===== src/rtl/lsu_pkg.sv =====
// lsu_pkg: shared funct3/mem_size encodings, FSM state type and
// request-classification helpers for the load/store unit.
package lsu_pkg;

  localparam logic [2:0] F3_B  = 3'b000;
  localparam logic [2:0] F3_H  = 3'b001;
  localparam logic [2:0] F3_W  = 3'b010;
  localparam logic [2:0] F3_BU = 3'b100;
  localparam logic [2:0] F3_HU = 3'b101;

  localparam logic [1:0] MEM_BYTE = 2'b00;
  localparam logic [1:0] MEM_HALF = 2'b01;
  localparam logic [1:0] MEM_WORD = 2'b10;

  typedef enum logic [1:0] {
    IDLE   = 2'd0,
    ACCESS = 2'd1,
    RESP   = 2'd2
  } lsu_state_t;

  // funct3 011/11x are never legal; stores have no unsigned variants
  function automatic logic f3_illegal(input logic we, input logic [2:0] f3);
    return (f3 == 3'b011) || (f3[2:1] == 2'b11) || (we && f3[2]);
  endfunction

  // sz is funct3[1:0]; bytes are always aligned
  function automatic logic is_misaligned(input logic [1:0] sz, input logic [1:0] a);
    return ((sz == MEM_HALF) && a[0]) || ((sz == MEM_WORD) && (a != 2'b00));
  endfunction

endpackage


===== src/rtl/lsu_load_ext.sv =====
// lsu_load_ext: sign/zero extension of raw load data according to RV32
// load funct3. Used for both single-access and byte-assembled loads.
module lsu_load_ext
  import lsu_pkg::*;
#(
  parameter int XLEN = 32
) (
  input  logic [2:0]      i_funct3,
  input  logic [XLEN-1:0] i_raw,
  output logic [XLEN-1:0] o_ext
);

  // extend from bit 7/15 for signed loads, clear upper bits for unsigned
  always_comb begin
    o_ext = i_raw;
    case (i_funct3)
      F3_B:    o_ext = {{(XLEN-8){i_raw[7]}}, i_raw[7:0]};
      F3_H:    o_ext = {{(XLEN-16){i_raw[15]}}, i_raw[15:0]};
      F3_BU:   o_ext = {{(XLEN-8){1'b0}}, i_raw[7:0]};
      F3_HU:   o_ext = {{(XLEN-16){1'b0}}, i_raw[15:0]};
      default: o_ext = i_raw;
    endcase
  end

endmodule


===== src/rtl/load_store_unit.sv =====
// load_store_unit: execute-stage to data-memory initiator. One request per
// handshake, IDLE -> ACCESS -> RESP. Misaligned half/word accesses are
// split into byte accesses when LSU_MISALIGN_SPLIT_EN is defined and
// fault otherwise. All outputs are held at 0 while rst_n is low.
module load_store_unit
  import lsu_pkg::*;
#(
  parameter int ADDR_W = 32,
  parameter int XLEN   = 32
) (
  input  logic              clk,
  input  logic              rst_n,
  input  logic              req_valid,
  output logic              req_ready,
  input  logic              req_we,
  input  logic [2:0]        req_funct3,
  input  logic [ADDR_W-1:0] req_addr,
  input  logic [XLEN-1:0]   req_wdata,
  output logic              resp_valid,
  output logic [XLEN-1:0]   resp_rdata,
  output logic              resp_fault,
  output logic              mem_write,
  output logic              mem_read,
  output logic [1:0]        mem_size,
  output logic [ADDR_W-1:0] mem_addr,
  output logic [XLEN-1:0]   mem_wdata,
  input  logic [XLEN-1:0]   mem_rdata
);

  lsu_state_t        r_state;
  logic              r_we;
  logic [2:0]        r_f3;
  logic [ADDR_W-1:0] r_addr;
  logic [XLEN-1:0]   r_wdata;
  logic              r_resp_valid;
  logic              r_resp_fault;
  logic [XLEN-1:0]   r_resp_rdata;

  logic              w_req_mis;
  logic              w_req_fault;
  logic              w_acc;
  logic              w_last;
  logic [ADDR_W-1:0] w_addr;
  logic [1:0]        w_size;
  logic [XLEN-1:0]   w_wdata_al;
  logic [XLEN-1:0]   w_wdata;
  logic [XLEN-1:0]   w_ext_raw;
  logic [XLEN-1:0]   w_ext;

  assign w_req_mis = is_misaligned(req_funct3[1:0], req_addr[1:0]);

  // store data masked to the access size for a single aligned access
  always_comb begin
    case (r_f3[1:0])
      MEM_BYTE: w_wdata_al = {{(XLEN-8){1'b0}}, r_wdata[7:0]};
      MEM_HALF: w_wdata_al = {{(XLEN-16){1'b0}}, r_wdata[15:0]};
      default:  w_wdata_al = r_wdata;
    endcase
  end

`ifdef LSU_MISALIGN_SPLIT_EN
  logic            r_split;
  logic [1:0]      r_cnt;
  logic [XLEN-1:0] r_asm;
  logic [XLEN-1:0] w_asm_next;

  assign w_req_fault = f3_illegal(req_we, req_funct3);
  assign w_last      = !r_split || (r_cnt == ((r_f3[1:0] == MEM_HALF) ? 2'd1 : 2'd3));
  assign w_addr      = r_split ? (r_addr + ADDR_W'(r_cnt)) : r_addr;
  assign w_size      = r_split ? MEM_BYTE : r_f3[1:0];

  // assembly value including the byte being read this cycle, so the last
  // byte can be extended without an extra cycle
  always_comb begin
    w_asm_next = r_asm;
    w_asm_next[{r_cnt, 3'b000} +: 8] = mem_rdata[7:0];
  end

  assign w_ext_raw = r_split ? w_asm_next : mem_rdata;

  // split stores present one right-aligned byte per access
  always_comb begin
    w_wdata = w_wdata_al;
    if (r_split) begin
      w_wdata      = '0;
      w_wdata[7:0] = r_wdata[{r_cnt, 3'b000} +: 8];
    end
  end
`else
  assign w_req_fault = f3_illegal(req_we, req_funct3) || w_req_mis;
  assign w_last      = 1'b1;
  assign w_addr      = r_addr;
  assign w_size      = r_f3[1:0];
  assign w_ext_raw   = mem_rdata;
  assign w_wdata     = w_wdata_al;
`endif

  lsu_load_ext #(
    .XLEN(XLEN)
  ) u_load_ext (
    .i_funct3(r_f3),
    .i_raw   (w_ext_raw),
    .o_ext   (w_ext)
  );

  // memory port is live only in ACCESS; gating with rst_n stops a write
  // from committing on the edge where reset is taken
  assign w_acc     = (r_state == ACCESS) && rst_n;
  assign mem_write = w_acc && r_we;
  assign mem_read  = w_acc && !r_we;
  assign mem_size  = w_acc ? w_size : '0;
  assign mem_addr  = w_acc ? w_addr : '0;
  assign mem_wdata = (w_acc && r_we) ? w_wdata : '0;

  assign req_ready  = (r_state == IDLE) && rst_n;
  assign resp_valid = r_resp_valid && rst_n;
  assign resp_fault = r_resp_fault && rst_n;
  assign resp_rdata = rst_n ? r_resp_rdata : '0;

  // request FSM: capture, access (one or N byte cycles), one-cycle response
  always_ff @(posedge clk) begin
    if (!rst_n) begin
      r_state      <= IDLE;
      r_we         <= 1'b0;
      r_f3         <= '0;
      r_addr       <= '0;
      r_wdata      <= '0;
      r_resp_valid <= 1'b0;
      r_resp_fault <= 1'b0;
      r_resp_rdata <= '0;
`ifdef LSU_MISALIGN_SPLIT_EN
      r_split      <= 1'b0;
      r_cnt        <= '0;
      r_asm        <= '0;
`endif
    end else begin
      case (r_state)
        IDLE: begin
          if (req_valid) begin
            r_we    <= req_we;
            r_f3    <= req_funct3;
            r_addr  <= req_addr;
            r_wdata <= req_wdata;
`ifdef LSU_MISALIGN_SPLIT_EN
            r_split <= w_req_mis;
            r_cnt   <= '0;
            r_asm   <= '0;
`endif
            if (w_req_fault) begin
              r_state      <= RESP;
              r_resp_valid <= 1'b1;
              r_resp_fault <= 1'b1;
              r_resp_rdata <= '0;
            end else begin
              r_state <= ACCESS;
            end
          end
        end
        ACCESS: begin
          if (!w_last) begin
`ifdef LSU_MISALIGN_SPLIT_EN
            r_cnt <= r_cnt + 2'd1;
            r_asm <= w_asm_next;
`endif
          end else begin
            r_state      <= RESP;
            r_resp_valid <= 1'b1;
            r_resp_fault <= 1'b0;
            r_resp_rdata <= r_we ? '0 : w_ext;
          end
        end
        RESP: begin
          r_state      <= IDLE;
          r_resp_valid <= 1'b0;
          r_resp_fault <= 1'b0;
          r_resp_rdata <= '0;
        end
        default: r_state <= IDLE;
      endcase
    end
  end

endmodule


===== config.mk =====
export PLATFORM = sky130hd
export DESIGN_NAME = load_store_unit
export DESIGN_NICKNAME = d
export VERILOG_FILES = /design/src/rtl/lsu_pkg.sv /design/src/rtl/lsu_load_ext.sv /design/src/rtl/load_store_unit.sv
export SDC_FILE = /design/constraint.sdc
export NUM_CORES = 1
export LEC_CHECK = 0
export CORE_ASPECT_RATIO = 0.5
export CORE_MARGIN = 2
export CORE_UTILIZATION = 47
export DETAILED_ROUTE_END_ITERATION = 7
export GPL_TIMING_DRIVEN = 0
export PLACE_DENSITY = 0.92
export SLEW_MARGIN = 5
export SYNTH_ARGS = -nofsm -noshare
export SYNTH_HDL_FRONTEND = slang
export SYNTH_SLANG_ARGS = --single-unit

===== constraint.sdc =====
create_clock -name clk -period 5.2 [get_ports clk]
set_input_delay 1.3 -clock clk [delete_from_list [all_inputs] [get_ports clk]]
set_output_delay 1.3 -clock clk [all_outputs]
set_load 0.03 [all_outputs]

# --- Yosys cells after proc, flatten, opt, wreduce, memory -nomap -nowiden ---
# Index checks and enable logic that the tools add are counted.
word_totals:
  reg_bits: 104
  output_inout_bits: 103
op_classes:
  eq_ne: 12
  muxes: 17
  n_reduce_logical: 24
ops:
  columns: ["operator", "count"]
  rows:
  - ["32-bit two-way mux", 6]
  - ["32-bit case mux with 4 select lines", 1]
  - ["32-bit case mux with 3 select lines", 1]
  - ["32-bit case mux with 2 select lines", 1]
  - ["1-bit logical AND", 9]
  - ["2-bit by 1-bit == test with 1-bit output, second input constant", 3]
  - ["2-bit == test, second input constant", 3]
  - ["3-bit == test, second input constant", 2]
  - ["2-bit two-way mux", 3]
  - ["3-bit AND reduction", 2]
  - ["2-bit logical NOT", 2]
  - ["1-bit logical OR", 4]
  - ["2-bit != test, second input constant", 2]
  - ["2-bit case mux with 2 select lines", 1]
  - ["2-bit nonzero test", 2]
  - ["3-bit by 1-bit == test with 1-bit output, second input constant", 1]
  - ["3-bit by 2-bit == test with 1-bit output, second input constant", 1]
  - ["3-bit logical NOT", 1]
  - ["1-bit case mux with 3 select lines", 1]
  - ["3-bit nonzero test", 1]
  - ["1-bit two-way mux", 2]
  - ["1-bit case mux with 2 select lines", 1]
  - ["2-bit AND reduction", 1]
  - ["2-bit OR reduction", 1]
  - ["1-bit logical NOT", 1]

# --- Depth between registers and ports, before layout ---
# Gate-level depths: netlist (run 1).
logic_depth:
  ltp_word: 7
  mapped_depth: 8
  ltp_nobuf: 5

# --- By module ---
# From an unflattened synthesis (run 1), not the netlist that was laid out.
hier_totals:
  cells_unflattened: 650
  hier_area_um2: 5014.8
modules_own_cells:
  columns: ["module", "n_inst", "cells_per_inst", "area_each_um2"]
  rows:
  - ["load_store_unit", 1, 583, 4659.5]
  - ["lsu_load_ext", 1, 67, 355.3]

# --- Worst setup path after synthesis (run 1) ---
# Ideal clock, no wire load.
synth_timing:
  path_kind: "input to output"
  from: "in rst_n"
  to: "out mem_wdata[30]"
  arrival_ps: 2458
  path_slack_ps: 1442
  stages: 4
  path_buffers: 2
  cell_sequence: "and3_1 > clkbuf_1 > clkbuf_1 > and3_1"
synth_between:
  elab_chain_cells: 3
synth_lines:
  columns: ["element", "line_no", "source"]
  rows:
  - ["start: declaration", "load_store_unit.sv:12", "input logic rst_n,"]
  - ["1-bit logical AND", "load_store_unit.sv:108", "assign w_acc = (r_state == ACCESS) && rst_n;"]
  - ["1-bit logical AND", null, null]
  - ["net mem_write", "load_store_unit.sv:22", "output logic mem_write,"]
  - ["32-bit two-way mux", "load_store_unit.sv:113", "assign mem_wdata = (w_acc && r_we) ? w_wdata : '0;"]
  - ["end: declaration", "load_store_unit.sv:26", "output logic [XLEN-1:0] mem_wdata,"]
# The timed path passes the listed nets, and every way through them passes these cells.

# --- Worst setup path after layout (run 1) ---
layout_timing:
  from: "in rst_n"
  to: "out mem_wdata[0]"
layout_between:
  elab_chain_cells: 3
layout_lines:
  columns: ["element", "line_no"]
  rows:
  - ["1-bit logical AND", "load_store_unit.sv:108"]
  - ["1-bit logical AND", "load_store_unit.sv:113"]
  - ["32-bit two-way mux", "load_store_unit.sv:113"]
# No other way between the ends.

==> results of run 1 <==
-- layout make-up --
type                            instances  area, um^2
Buffer                                 56         240
Timing Repair Buffer                  204        2040
Inverter                               35         131
Multi-Input combinational cell        424        2520
Clock inverter                          6         115
Fill cell                             762        2700
Sequential cell                       104        2080
Clock buffer                           10         239
Tap cell                              140         175
-- worst max-delay path, cell delays in order --
cell,delay (ns)
clkdlybuf4s50_1,0.66
and3_1,0.22
clkbuf_1,0.31
clkbuf_1,0.34
and2_1,0.19
clkdlybuf4s50_1,0.70
-- sequential cells by signal, summed over array words and instances, names as in the netlist --
register,flops
r_resp_rdata,32
r_resp_valid,1
r_f3,3
r_we,1
r_state,2
r_addr,32
r_wdata,32
r_resp_fault,1
-- logic make-up after synthesis --
| family | count (synthesis) |
|---|---|
| multiplexers | 34 |
| AND/OR/NAND/NOR | 277 |
| AO/OA/AOI/OAI | 109 |
| flip-flops | 104 |
| adder cells (fa/ha/maj) | 4 |
| buffers and inverters | 91 |
-- what timing repair did --
| item | CTS | global route |
|---|---|---|
| hold endpoints to repair | 0 | 0 |
| gates resized for setup | 0 | 4 |
| buffers inserted | 0 | 0 |
| endpoints found under the setup margin | 0 | 10 |
-- where the power goes --
| part | internal (uW) | total (uW) | switching (uW) |
|---|---|---|---|
| Combinational | 179 | 385 | 206 |
| Sequential | 850 | 876 | 26.2 |
| Clock | 486 | 781 | 294 |
| Total | 1520 | 2040 | 526 |
-- how the worst min path moves through the flow --
stage	start	endpoint	slack, ns	cells past startpoint
2_1_floorplan	r_wdata[0]	r_wdata[0]	0.44	2
3_3_place_gp	r_addr[2]	r_addr[2]	0.44	2
3_5_place_dp	r_addr[27]	r_addr[27]	0.45	2
4_1_cts	r_addr[27]	r_addr[27]	0.46	2
5_1_grt	r_addr[13]	r_addr[13]	0.48	2
6_report	r_addr[13]	r_addr[13]	0.46	2
-- metal layers --
layer / part of all wire / vias up / routed length, um / track usage
li1: - / 2468 / - / -
met1: 0.42 / 2348 / 6260 / 0.312
met2: 0.50 / 146 / 7390 / 0.457
met3: 0.051 / 34 / 752 / 0.0595
met4: 0.028 / 0 / 418 / 0.0914
met5: 0 / - / 0 / 0
-- through the flow --
step	util	std cells
2_1_floorplan	-	619
3_3_place_gp	0.701	963
3_5_place_dp	0.701	963
4_1_cts	0.736	979
5_1_grt	0.736	979
6_report	0.736	979
-- placed cells by master (no fill, tap or decap), types with 2 or more instances in the layout --
master           Yosys  final
clkbuf_16            0      9
bufinv_16            0      3
dfxtp_1            104    104
clkbuf_2             0      2
buf_2                4      4
buf_1                3      3
buf_6                3      3
nand2b_1            18     18
ha_1                 4      4
clkbuf_1            46     44
o2111ai_1           16     16
clkdlybuf4s50_1      0    204
o21ai_0             10     10
nand2_1            178    178
inv_1               35     35
and2_1              20     20
mux2i_1             32     32
and3_1              51     51
a31oi_1              2      2
o21a_1               9      9
nor2b_1              3      3
a21boi_0            68     68
mux2_2               2      2
==> results.toml, run 1 <==
[final_layout]
post_route_cells_drive_above_1_share = 0.0334
area_growth_syn_to_layout_pct = 51.8
insertedDiodeCount = 0
finalNetCount = 941
design_area_um2 = 7540

[timing]
post-route-period-util = 0.966
setup_tns_ns = 0
max_slew_margin = 0.254
finalHoldWorstSlack_ns = 0.457
final-max-slew-violation-count = 0
final_setup_violation_count = 0
timing.final.ws_setup_ns = 0.178
max_freq_mhz = 199
worst_pin_slew_ns = 1.10
setup_repair_after_global_routing_missed_its_margin = "false"
final-hold-violation-count = 0
final_period_minus_worst_setup_slack_ns = 5.02
finClkSkew_ns = 0.00651

[die]
start_util = 0.485
num_io_pins = 206
fp.dieW_um = 149
fp.coreArea_um2 = 10200
dieArea_um2 = 11500
fp-row-count = 26
die_h_um = 76.7

[setup_path]
end_of_the_worst_register_to_register_path = "r_addr[25]"
critical_path_peak_fanout = 10
timing.critical_path.arrival_ns = 3.72
worst-r2r-setup-slack_ns = 2.98
timing.critical_path.to = "mem_wdata[0]"
setup.worst_path.start = "rst_n"
reg2regPathDepth = 7
crit_required_ns = 3.90
worst_r2r_startpoint = "r_state[0]"
classification_of_the_worst_setup_path = "in -> out"
worstSetupEndpointType = "output pin"
cp-start-kind = "input port"

[drt]
dr_iter_0_viols = 211
drtPass1Iterations = 4
routed-via-count = 4996
wirelength_um = 14800
remaining_drc_errors = 0
route.detailed.wl_per_inst_um = 15.1
route.detailed.vias_per_inst = 5.10
antenna_violating_nets_post_route = 0

[run_status]
run_status = "finished clean"

[placed_design]
placement.cell_area_um2 = 7190
detailedPlacementHpwl_um = 11100
place.gp.congestion = 0.825
place_ws_ns = 0.121
portBuffers = 204

[yosys]
synth_cell_types = 30
post_synth_mux_area_share = 0.0690
dominant_combinational_cell_family_by_area_after_synthesis = "simple AND/OR/NAND/NOR gates"
synthesis.area_per_instance_um2 = 8.03
synth_top_area_cell = "dfxtp_1"
yosys.area_share.xor_xnor = 0
synth_simple_gate_area_frac = 0.260
netlist_area_um2 = 4970
synth-seq-area-share = 0.419
synth_seq_cells = 104
syn_inst = 619
yosysTopAreaCellShare = 0.419
yosys.area_share.adder = 0.0101
ys_warn_count = 0
syn-num-nets = 726
dominantRegCellSynth = "dfxtp_1"
synth_enable_flop_cells = 0
synth.top_cells.by_area = "dfxtp_1 (42%), nand2_1 (13%), a21boi_0 (10%)"
synthTopCellsByCount = "nand2_1 (178), dfxtp_1 (104), a21boi_0 (68)"
synth_compound_gate_area_share = 0.167
yosysMostFrequentCell = "nand2_1"
postSynth.asyncResetShare = 0

[clock_network]
cts.root.buffer_cell = "clkbuf_16"
cts_inserted_buffers = 9
worst_setup_hold_path_clk_slew_ns = 0.07
tritoncts_clock_tree = "yes"
post_cts_hold_buffers = 0
tritoncts_num_sinks = 104
later_pin_clock_latency_in_the_skew_report_ns = 0.34
htree_levels = 3
cts.path.max_buffers = 2

[global_route]
grt_overflow = 0
grt_start_max_net_pins = 18
grt_pass1_vias = 4891
grt_use_total = 0.260
antenna_found_initial = 0
wire_length_of_the_first_global_routing_pass_um = 23900

[min_path]
hold_path_class = "reg -> reg"

[power_and_ir_drop]
vdd_ir_drop_max_uv = 191
static-leakage-power_uw = 0.00321
power_density_nw_per_um2 = 271
totalPowerFinal_uw = 2040

[job]
cap_violations = 0
Note: power is estimated with default switching activity, not from simulation.
==> inputs of run 2 (changes only) <==
- SETUP_SLACK_MARGIN: default -> 0.05
==> results of run 2 <==
No change in the layout: final DEF, timing and power equal those of run 1.
==> variant, RTL diff (settings of run 2) <==
Re-encode `lsu_state_t` (3 states) as one-hot, 3 bits wide.
--- a/src/rtl/lsu_pkg.sv
+++ b/src/rtl/lsu_pkg.sv
@@ -13,8 +13,8 @@
   localparam logic [1:0] MEM_WORD = 2'b10;
 
-  typedef enum logic [1:0] {
-    IDLE   = 2'd0,
-    ACCESS = 2'd1,
-    RESP   = 2'd2
+  typedef enum logic [2:0] {
+    IDLE   = 3'b001,
+    ACCESS = 3'b010,
+    RESP   = 3'b100
   } lsu_state_t;
 
Function: same outputs for any inputs over 4 cycles, from zero or initial values and one cycle with rst_n low; so few cycles prove little.
==> variant against run 2 <==
Cell area shrank 5.1%; setup slack gained 240 ps; synthesized cell count shrank 11%; synthesized area shrank 6.9%; routed wire length shrank 5.8%; total power shrank 10%; count of clock-buffer cells in the layout grew 3; non-clock buffer count shrank 7; sequential cell count grew 1; fmax grew 4.9%; critical path type unchanged; largest power group unchanged.
==> variant: results (changes against run 2) <==
The flow ran to the end, and the final reports show no timing, DRC or antenna violations. The headroom to the max-slew limit is 68.4% (was 25.4%). The post-CTS clock slew at the launch and capture registers of the worst setup and hold paths was 70 ps (about the same); the detailed-placement wirelength estimate was 10.2 mm (was 11.1 mm). The run gives 3390 ps (was 2980 ps) as the worst setup slack for register-to-register paths. Initial detailed-routing violation count: 196 (was 211). Detail-routed net length per standard cell: 15.4 µm (was 15.1 µm).

The number of buffers inserted by port buffering was 205 (was 204); the global-route wire length before repair was 22.0 mm (was 23.9 mm). The overall global routing resource usage was 26.1% (was 26.0%). The vias after detailed routing is 4529 (was 4996), and the top-area cell type share of the netlist area is 45.4% (was 41.9%).

The tools report the global routing usage on met3 as 5.80% (was 5.95%). The tools report the worst reg2reg path startpoint as r_state[1]$_SDFFE_PN0P_ (was r_state[0]$_SDFFE_PN0P_). The placer congestion estimate came out at 0.803 (was 0.825).

The leakage component of the power was 2.86 nW (was 3.21 nW); the fraction of met2 tracks used by global routing was 47.3% (was 45.7%). For the initial antenna violation count, the log shows 0 (unchanged). The layout cell share with drive strength beyond 1 was 4.94% (was 3.34%); the worst path arrival time was 3490 ps (was 3720 ps). The number of diodes added for antenna fixing came out at 0 (unchanged). The final-stage net count was 867 (was 941). Most frequent cells after synthesis: 145 x nand2_1, 105 x dfxtp_1, 76 x and2_1 (was 178 x nand2_1, 104 x dfxtp_1, 68 x a21boi_0). The destination of the worst register-to-register timing path is r_resp_rdata[30]$_SDFFE_PN0P_ (was r_addr[25]$_SDFFE_PN0P_). Worst hold path endpoint: r_resp_valid$_SDFFE_PN0P_ (was r_addr[13]$_SDFFE_PN0P_). Maximum single-stage delay on the critical path: 660 ps (was 700 ps). Number of optimization iterations in the first detailed-route pass: 4 (unchanged). For the met1 usage, the log shows 31.5% (was 31.2%). The critical-path cell with the highest stage delay is clkdlybuf4s50_1 (unchanged). Biggest area contributors in the synthesized netlist: dfxtp_1 45%, nand2_1 12%, a21boi_0 11% (was dfxtp_1 42%, nand2_1 13%, a21boi_0 10%). The switching power of the nets is 441 µW (was 526 µW). The run gives 17 (was 18) as the pin count of the biggest net entering global routing. Number of buffers inserted by post-CTS setup repair: 0 (unchanged). Post-place instance area: 6850 µm² (was 7190 µm²).

The via count of the first global-routing pass was 4434 (was 4891). The tools report the fraction of the yosys area taken by sequential cells as 45.4% (was 41.9%). The number of fill cells in the layout was 707 (was 762). The run gives 36 (was 30) as the number of distinct library cells after synthesis.

The tools report the startpoint of the most critical hold path as r_resp_valid$_SDFFE_PN0P_ (was r_addr[13]$_SDFFE_PN0P_). The net count after synthesis was 651 (was 726). For the largest vdd supply drop, the log shows 0.200 mV (was 0.191 mV).

The run gives 7.72 ps (was 6.51 ps) as the clock tree skew after final layout. For the latest clock arrival within the worst-skew pair, the log shows 340 ps (about the same).
variant: cell count changes after synthesis, sizes merged, moves of 27 or more:
cell,change
nand2,-33
and3,-27
inv,-34
and2,+57
mux2i,-31
variant: final cells by class:
class | count | share of cell area (%)
clock inverters | 3 | 0.647
flip-flops and latches | 105 | 29.4
repair buffers | 205 | 28.5
plain buffers | 48 | 3.01
well taps | 135 | 2.36
clock buffers | 13 | 3.92
inverters | 1 | 0.0524
multi-input cells | 394 | 32.2
variant: worst min-delay path, stage by stage, from the launching register on:
cell and delay [ps]:
dfxtp_1 310, inv_1 50, a21oi_1 50
variant: repair_timing:
item                       in CTS  in global routing
hold endpoints to repair        0                  0
resized for setup              14                  1
setup endpoints to repair      14                 52
cloned                          0                  0
variant: per-stage QoR:
step | power, mW | worst slack [ps] | util, % | instances | hold WS (ps)
global route | 1.91 | 187 | 75.3 | 904 | 467
finish | 1.84 | 413 | 75.3 | 904 | 448
floorplan | 1.00 | 1380 | - | 548 | 417
detailed placement | 1.13 | 1.96 | 72.0 | 888 | 429
global placement | 1.12 | 68.6 | 72.0 | 888 | 433
CTS | 1.85 | 54.1 | 75.3 | 904 | 446
variant: worst max path at each step:
stage               slack (ps)             to  startpoint
floorplan                 1380  mem_wdata[22]       rst_n
global placement            70   mem_wdata[8]       rst_n
detailed placement           2   mem_wdata[8]       rst_n
CTS                         50  mem_wdata[22]       rst_n
global route               190  mem_wdata[30]       rst_n
finish                     410  mem_wdata[30]       rst_n
variant: logic make-up after synthesis:
group | after synthesis | share of synthesized area (%)
compound gates | 114 | 19.2
mux | 1 | 0.216
buf+inv | 49 | 4.73
flops | 105 | 45.4
simple gates | 279 | 30.4
variant: metal layers:
metal  part of all wire, %  vias up
met5                     0        -
met4                   2.0        0
met3                   5.6       28
met2                    50      135
met1                    42     2130
li1                      -     2236
variant: power by group through the flow:
stage | clock network (mW) | logic [mW] | registers (mW)
after floorplan | 0 | 0.125 | 0.876
after global placement | 0 | 0.242 | 0.880
after detailed placement | 0 | 0.248 | 0.882
after CTS | 0.733 | 0.251 | 0.865
after global routing | 0.764 | 0.274 | 0.869
final | 0.722 | 0.251 | 0.865
